===== src/rtl/sid_dca_scheduler_if.sv =====
// Voice DCA scheduler bus: control, per-voice operands in, per-voice amplitudes out.
interface sid_dca_scheduler_if #(
  parameter int NUM_VOICES = 3
);
  logic                       ce_1m;
  logic                       enable;
  logic [NUM_VOICES*12-1:0]   wave_in;
  logic [NUM_VOICES*8-1:0]    env_in;
  logic [NUM_VOICES-1:0]      voice_mute;
  logic [NUM_VOICES*12-1:0]   signal_out;
  logic                       busy;
  logic                       sweep_done;
  logic                       overrun;

  // Driver side: voice generators / sequencer.
  modport master (
    output ce_1m, enable, wave_in, env_in, voice_mute,
    input  signal_out, busy, sweep_done, overrun
  );

  // Scheduler side.
  modport slave (
    input  ce_1m, enable, wave_in, env_in, voice_mute,
    output signal_out, busy, sweep_done, overrun
  );
endinterface


===== src/rtl/sid_dca_scheduler.sv =====
// Voice DCA scheduler: one shared 12x8 multiplier swept across all voices
// per ce_1m tick, 3 clocks per voice (LOAD, MUL, STORE).

// Per-voice amplitude holding register; written only on its own STORE.
module sid_dca_slot (
  input  logic        clock,
  input  logic        reset_n,
  input  logic        wr_en,
  input  logic [11:0] d,
  output logic [11:0] q
);
  // Hold the amplitude until this voice is stored again.
  always_ff @(posedge clock or negedge reset_n) begin
    if (!reset_n)   q <= '0;
    else if (wr_en) q <= d;
  end
endmodule

module sid_dca_scheduler #(
  parameter int NUM_VOICES = 3
) (
  input  logic                 clock,
  input  logic                 reset_n,
  sid_dca_scheduler_if.slave   bus
);
  localparam int IDX_W = (NUM_VOICES > 1) ? $clog2(NUM_VOICES) : 1;
  localparam logic [IDX_W-1:0] LAST_IDX = IDX_W'(NUM_VOICES - 1);

  typedef enum logic [1:0] { IDLE, LOAD, MUL, STORE } state_t;

  state_t state_q, state_d;

  logic [IDX_W-1:0] idx_q;
  logic [11:0]      wave_op_q;
  logic [7:0]       env_op_q;
  logic [19:0]      product_q;
  logic             sweep_done_q;
  logic             overrun_q;

  logic start, load_en, mul_en, store_en, last;

  // Lane views of the flat operand buses.
  logic [NUM_VOICES-1:0][11:0] wave_v;
  logic [NUM_VOICES-1:0][7:0]  env_v;
  logic [NUM_VOICES-1:0][11:0] slot_q;

  assign wave_v = bus.wave_in;
  assign env_v  = bus.env_in;
  assign last   = (idx_q == LAST_IDX);

  // State register.
  always_ff @(posedge clock or negedge reset_n) begin
    if (!reset_n) state_q <= IDLE;
    else          state_q <= state_d;
  end

  // Next state and per-phase datapath strobes; enable only gates a new sweep.
  always_comb begin
    state_d  = state_q;
    start    = 1'b0;
    load_en  = 1'b0;
    mul_en   = 1'b0;
    store_en = 1'b0;
    case (state_q)
      IDLE: begin
        if (bus.ce_1m && bus.enable) begin
          state_d = LOAD;
          start   = 1'b1;
        end
      end
      LOAD: begin
        load_en = 1'b1;
        state_d = MUL;
      end
      MUL: begin
        mul_en  = 1'b1;
        state_d = STORE;
      end
      STORE: begin
        store_en = 1'b1;
        state_d  = last ? IDLE : LOAD;
      end
      default: state_d = IDLE;
    endcase
  end

  // Voice index: cleared at sweep start, advanced after each non-final STORE.
  always_ff @(posedge clock or negedge reset_n) begin
    if (!reset_n)               idx_q <= '0;
    else if (start)             idx_q <= '0;
    else if (store_en && !last) idx_q <= idx_q + IDX_W'(1);
  end

  // Operand capture happens in LOAD so late input changes still reach later voices.
  always_ff @(posedge clock or negedge reset_n) begin
    if (!reset_n) begin
      wave_op_q <= '0;
      env_op_q  <= '0;
    end else if (load_en) begin
      wave_op_q <= bus.voice_mute[idx_q] ? 12'h000 : wave_v[idx_q];
      env_op_q  <= env_v[idx_q];
    end
  end

  // Full-width unsigned product; top 12 bits become the amplitude.
  always_ff @(posedge clock or negedge reset_n) begin
    if (!reset_n)    product_q <= '0;
    else if (mul_en) product_q <= {8'h00, wave_op_q} * {12'h000, env_op_q};
  end

  // Completion pulse on the final STORE; overrun on any tick that lands outside IDLE.
  always_ff @(posedge clock or negedge reset_n) begin
    if (!reset_n) begin
      sweep_done_q <= 1'b0;
      overrun_q    <= 1'b0;
    end else begin
      sweep_done_q <= store_en && last;
      overrun_q    <= bus.ce_1m && (state_q != IDLE);
    end
  end

  genvar v;
  generate
    for (v = 0; v < NUM_VOICES; v++) begin : g_slot
      sid_dca_slot u_slot (
        .clock   (clock),
        .reset_n (reset_n),
        .wr_en   (store_en && (idx_q == IDX_W'(v))),
        .d       (product_q[19:8]),
        .q       (slot_q[v])
      );
    end
  endgenerate

  assign bus.signal_out = slot_q;
  assign bus.busy       = (state_q != IDLE);
  assign bus.sweep_done = sweep_done_q;
  assign bus.overrun    = overrun_q;
endmodule


===== src/flat_wrapper.sv =====
// flat-port wrapper written by rule: the top's interface ports become plain ports
module sid_dca_scheduler_flat 
#(
  parameter int NUM_VOICES = 3
)
  (clock, reset_n, bus_ce_1m, bus_enable, bus_wave_in, bus_env_in, bus_voice_mute, bus_signal_out, bus_busy, bus_sweep_done, bus_overrun);
  sid_dca_scheduler_if #(.NUM_VOICES(NUM_VOICES)) bus_i ();
  input  logic clock;
  input  logic reset_n;
  input wire logic [$bits(bus_i.ce_1m)-1:0] bus_ce_1m;
  input wire logic [$bits(bus_i.enable)-1:0] bus_enable;
  input wire logic [$bits(bus_i.wave_in)-1:0] bus_wave_in;
  input wire logic [$bits(bus_i.env_in)-1:0] bus_env_in;
  input wire logic [$bits(bus_i.voice_mute)-1:0] bus_voice_mute;
  output wire logic [$bits(bus_i.signal_out)-1:0] bus_signal_out;
  output wire logic [$bits(bus_i.busy)-1:0] bus_busy;
  output wire logic [$bits(bus_i.sweep_done)-1:0] bus_sweep_done;
  output wire logic [$bits(bus_i.overrun)-1:0] bus_overrun;
  assign bus_i.ce_1m = bus_ce_1m;
  assign bus_i.enable = bus_enable;
  assign bus_i.wave_in = bus_wave_in;
  assign bus_i.env_in = bus_env_in;
  assign bus_i.voice_mute = bus_voice_mute;
  assign bus_signal_out = bus_i.signal_out;
  assign bus_busy = bus_i.busy;
  assign bus_sweep_done = bus_i.sweep_done;
  assign bus_overrun = bus_i.overrun;
  sid_dca_scheduler #(.NUM_VOICES(NUM_VOICES)) u_core (.clock(clock), .reset_n(reset_n), .bus(bus_i));
endmodule

===== config.mk =====
export PLATFORM = sky130hd
export DESIGN_NAME = sid_dca_scheduler_flat
export DESIGN_NICKNAME = d
export VERILOG_FILES = /design/src/rtl/sid_dca_scheduler_if.sv /design/src/rtl/sid_dca_scheduler.sv /design/src/flat_wrapper.sv
export SDC_FILE = /design/constraint.sdc
export NUM_CORES = 1
export LEC_CHECK = 0
export CAP_MARGIN = 15
export CORE_ASPECT_RATIO = 1.4
export CORE_MARGIN = 8
export CORE_UTILIZATION = 28
export DETAILED_ROUTE_END_ITERATION = 7
export DONT_BUFFER_PORTS = 1
export PLACE_DENSITY_LB_ADDON = 0.15
export RECOVER_POWER = 50
export SKIP_LAST_GASP = 1
export SLEW_MARGIN = 10
export SYNTH_ARGS = -nofsm -noshare
export SYNTH_HDL_FRONTEND = slang
export SYNTH_SLANG_ARGS = --single-unit

===== constraint.sdc =====
create_clock -name clock -period 4.95 [get_ports clock]
set_input_delay 1.2375 -clock clock [delete_from_list [all_inputs] [get_ports clock]]
set_output_delay 1.2375 -clock clock [all_outputs]
set_load 0.01 [all_outputs]

==> impl_metrics.json <==
{
  "grt_util_met1_pct": 13.4,
  "grt_util_met3_pct": 2.90,
  "startpoint_type": "flop",
  "die_height_um": 193,
  "detail_route.first_pass.iterations": 4,
  "gp_congestion": 0.803,
  "layout-drive-gt1-share_pct": 12.1,
  "end_kind": "flop",
  "cp-endpoint": "u_core.product_q[17]",
  "regToRegSetupSlack_ps": 200,
  "initial_utilization_pct": 28.6,
  "syn_nets": 801,
  "n_antenna_cell": 0,
  "rsz0062_at_grt": "false",
  "htree_num_levels": 3,
  "grt_use_met2_pct": 20.0,
  "synth_cell_types": 47,
  "vias_per_cell": 4.55,
  "drc": 0,
  "timing.critical_path.from": "u_core.env_op_q[6]",
  "syn_to_final_growth_pct": 10.9,
  "hold_violations": 0,
  "fin_area_sq_um": 6930,
  "worstMarginPinSlew_ps": 1530,
  "rr_startpoint": "u_core.env_op_q[6]",
  "setup_viol": 0,
  "ant_nets": 0,
  "ys_seq_elements": 74,
  "grt_pass1_vias": 4663,
  "die_w_um": 142,
  "min_from": "u_core.product_q[10]",
  "synth_warnings": 0,
  "cp_max_fo": 13,
  "cp.required_ps": 5180,
  "clk_pin_slew_worst_paths_ps": 60,
  "clock.fmax_mhz": 211,
  "cts_setup_buffers": 0,
  "period_minus_slack_ps": 4750,
  "synth-async-reset-ratio_pct": 100,
  "grt_pass1_wl_um": 24700,
  "n_fill_cell": 2334,
  "drt_iter0_drc": 191,
  "status": "complete, but fails checks",
  "dp_slack_ps": 165,
  "io_pins": 106,
  "finClkSkew_ps": 12.2,
  "post-route-period-util_pct": 95.9,
  "fin_tns_setup_ps": 0,
  "top_usage_layer": "met2",
  "worst_ep_arrival_time_ps": 4970,
  "coreArea_sq_um": 21900,
  "rows": 64,
  "netlist_instances": 631,
  "synth_edf_count": 0,
  "grt_max_degree": 75,
  "antenna_found_initial": 0,
  "die_area_sq_um": 27400,
  "syn_area_sq_um": 6250,
  "io_buffers": 0,
  "cts_root_buf": "clkbuf_16",
  "worst-setup-path-type": "reg2reg",
  "violations": "capacitance limit, slew limit",
  "synth_ff_type": "dfrtp_1",
  "grtUsageTotal_pct": 11.4,
  "vias": 4201,
  "hold_path.class": "reg2reg",
  "finalMaxSlewViolations": 26,
  "setup_slack_ps": 204,
  "cts_sinks": 74,
  "ys_seq_area_share_pct": 29.6,
  "syn_avg_cell_area_sq_um": 9.91,
  "cts_tree": "done",
  "routed_wl_um": 14900,
  "reg2reg_depth": 14,
  "placedInstanceArea_sq_um": 6580,
  "grt_overflow": 0,
  "clk_latency_ps": 350,
  "dp_hpwl_um": 12200,
  "slew-limit-headroom_pct": -1.81,
  "maxCapViolCount": 1,
  "r2r-end": "u_core.product_q[17]",
  "cts_made_buffers": 9,
  "wire_per_inst_um": 16.1,
  "clk_path_buf_depth": 2,
  "nNetsFinal": 792
}
cell families after synthesis:
group,share of synthesized area (%)
muxes,10.8
xor gates and xnor gates,1.40
AOI/OAI and AO/OA,9.14
DFF,29.6
buffers and inverters,7.22
adders and majority gates,27.7
and+or+nand+nor,14.2
through the flow:
step / std cells / hold slack [ps] / utilization [%]
global route: 924 / 565 / 31.7
floorplan: 631 / 500 / -
finish: 924 / 542 / 31.7
CTS: 924 / 556 / 31.7
global placement: 908 / 528 / 30.1
detailed placement: 908 / 536 / 30.1
critical path: stages (launching register included):
cell	delay, ps
dfrtp_1	530
and2_1	230
fa_1	530
fa_1	440
fa_1	540
inv_1	50
fa_1	520
inv_1	40
ha_1	400
a21oi_4	220
inv_2	60
or3_4	420
a31oi_2	270
xnor2_1	90
mux2_4	250
cell type report:
class,instances,area [sq um],share of cell area [%]
well taps,297,372,5.36
inverters,91,342,4.93
flip-flops and latches,74,1860,26.8
multi-input cells,438,3950,57.0
clock buffers,11,253,3.65
repair buffers,8,52.6,0.758
clock inverters,5,108,1.55
placed cells by master, fill, tap and decap left out, types with 4 or more instances in the layout:
cell,instances
a21oi_1,38
and2_1,76
buf_4,6
clkbuf_16,9
dfrtp_1,70
dfrtp_2,4
fa_1,59
ha_1,44
inv_1,90
mux2_2,38
mux2i_1,23
nand2_1,42
nor2_1,39
o21ai_0,14
o22ai_1,12
xnor2_1,8
flip-flops by register name, summed over array words and instances, names as in the netlist:
register	flops
u_core.bus.overrun	1
u_core.bus.sweep_done	1
u_core.env_op_q	8
u_core.g_slot.u_slot.q	36
u_core.idx_q	2
u_core.product_q	12
u_core.state_q	2
u_core.wave_op_q	12
per-layer routing:
layer,vias to the layer above,share of wire [%]
li1,2031,-
met1,2046,43
met2,112,49
met3,12,6.3
met4,0,1.5
met5,-,0
how the worst min path moves through the flow:
stage | slack [ps] | depth (start not counted) | end
2_1_floorplan | 500 | 2 | u_core.product_q[10]
3_3_place_gp | 530 | 1 | u_core.state_q[0]
3_5_place_dp | 540 | 2 | u_core.product_q[10]
4_1_cts | 560 | 2 | u_core.product_q[10]
5_1_grt | 570 | 0 | u_core.bus.sweep_done
6_report | 540 | 2 | u_core.product_q[10]
timing repair:
item,in CTS,in global routing
setup endpoints to repair,0,5
gates resized for setup,0,4
hold buffers,0,0
Yosys cell counts (all sizes together), types with 2 or more instances:
master  count  area (sq um)
xnor2       8          70.1
clkbuf     20          75.1
dfrtp      74          1850
xor2        2          17.5
nand4b      3          26.3
nand4       2          12.5
nor3        3          15.0
o211ai      2          15.0
nor2b       2          12.5
o21ai      16          80.1
fa         59          1180
buf         8          35.0
a31oi       5          43.8
mux2i      23           230
o21bai      2          15.0
a31o        3          26.3
a21oi      39           206
nand2      42           158
ha         44           551
o22ai      12          75.1
mux2       39           443
nor2       39           146
inv        91           342
and2       76           475
Power is left out: the tool's default activity adds up to more than one toggle a clock period on the data nets, which glitch-free logic cannot reach.
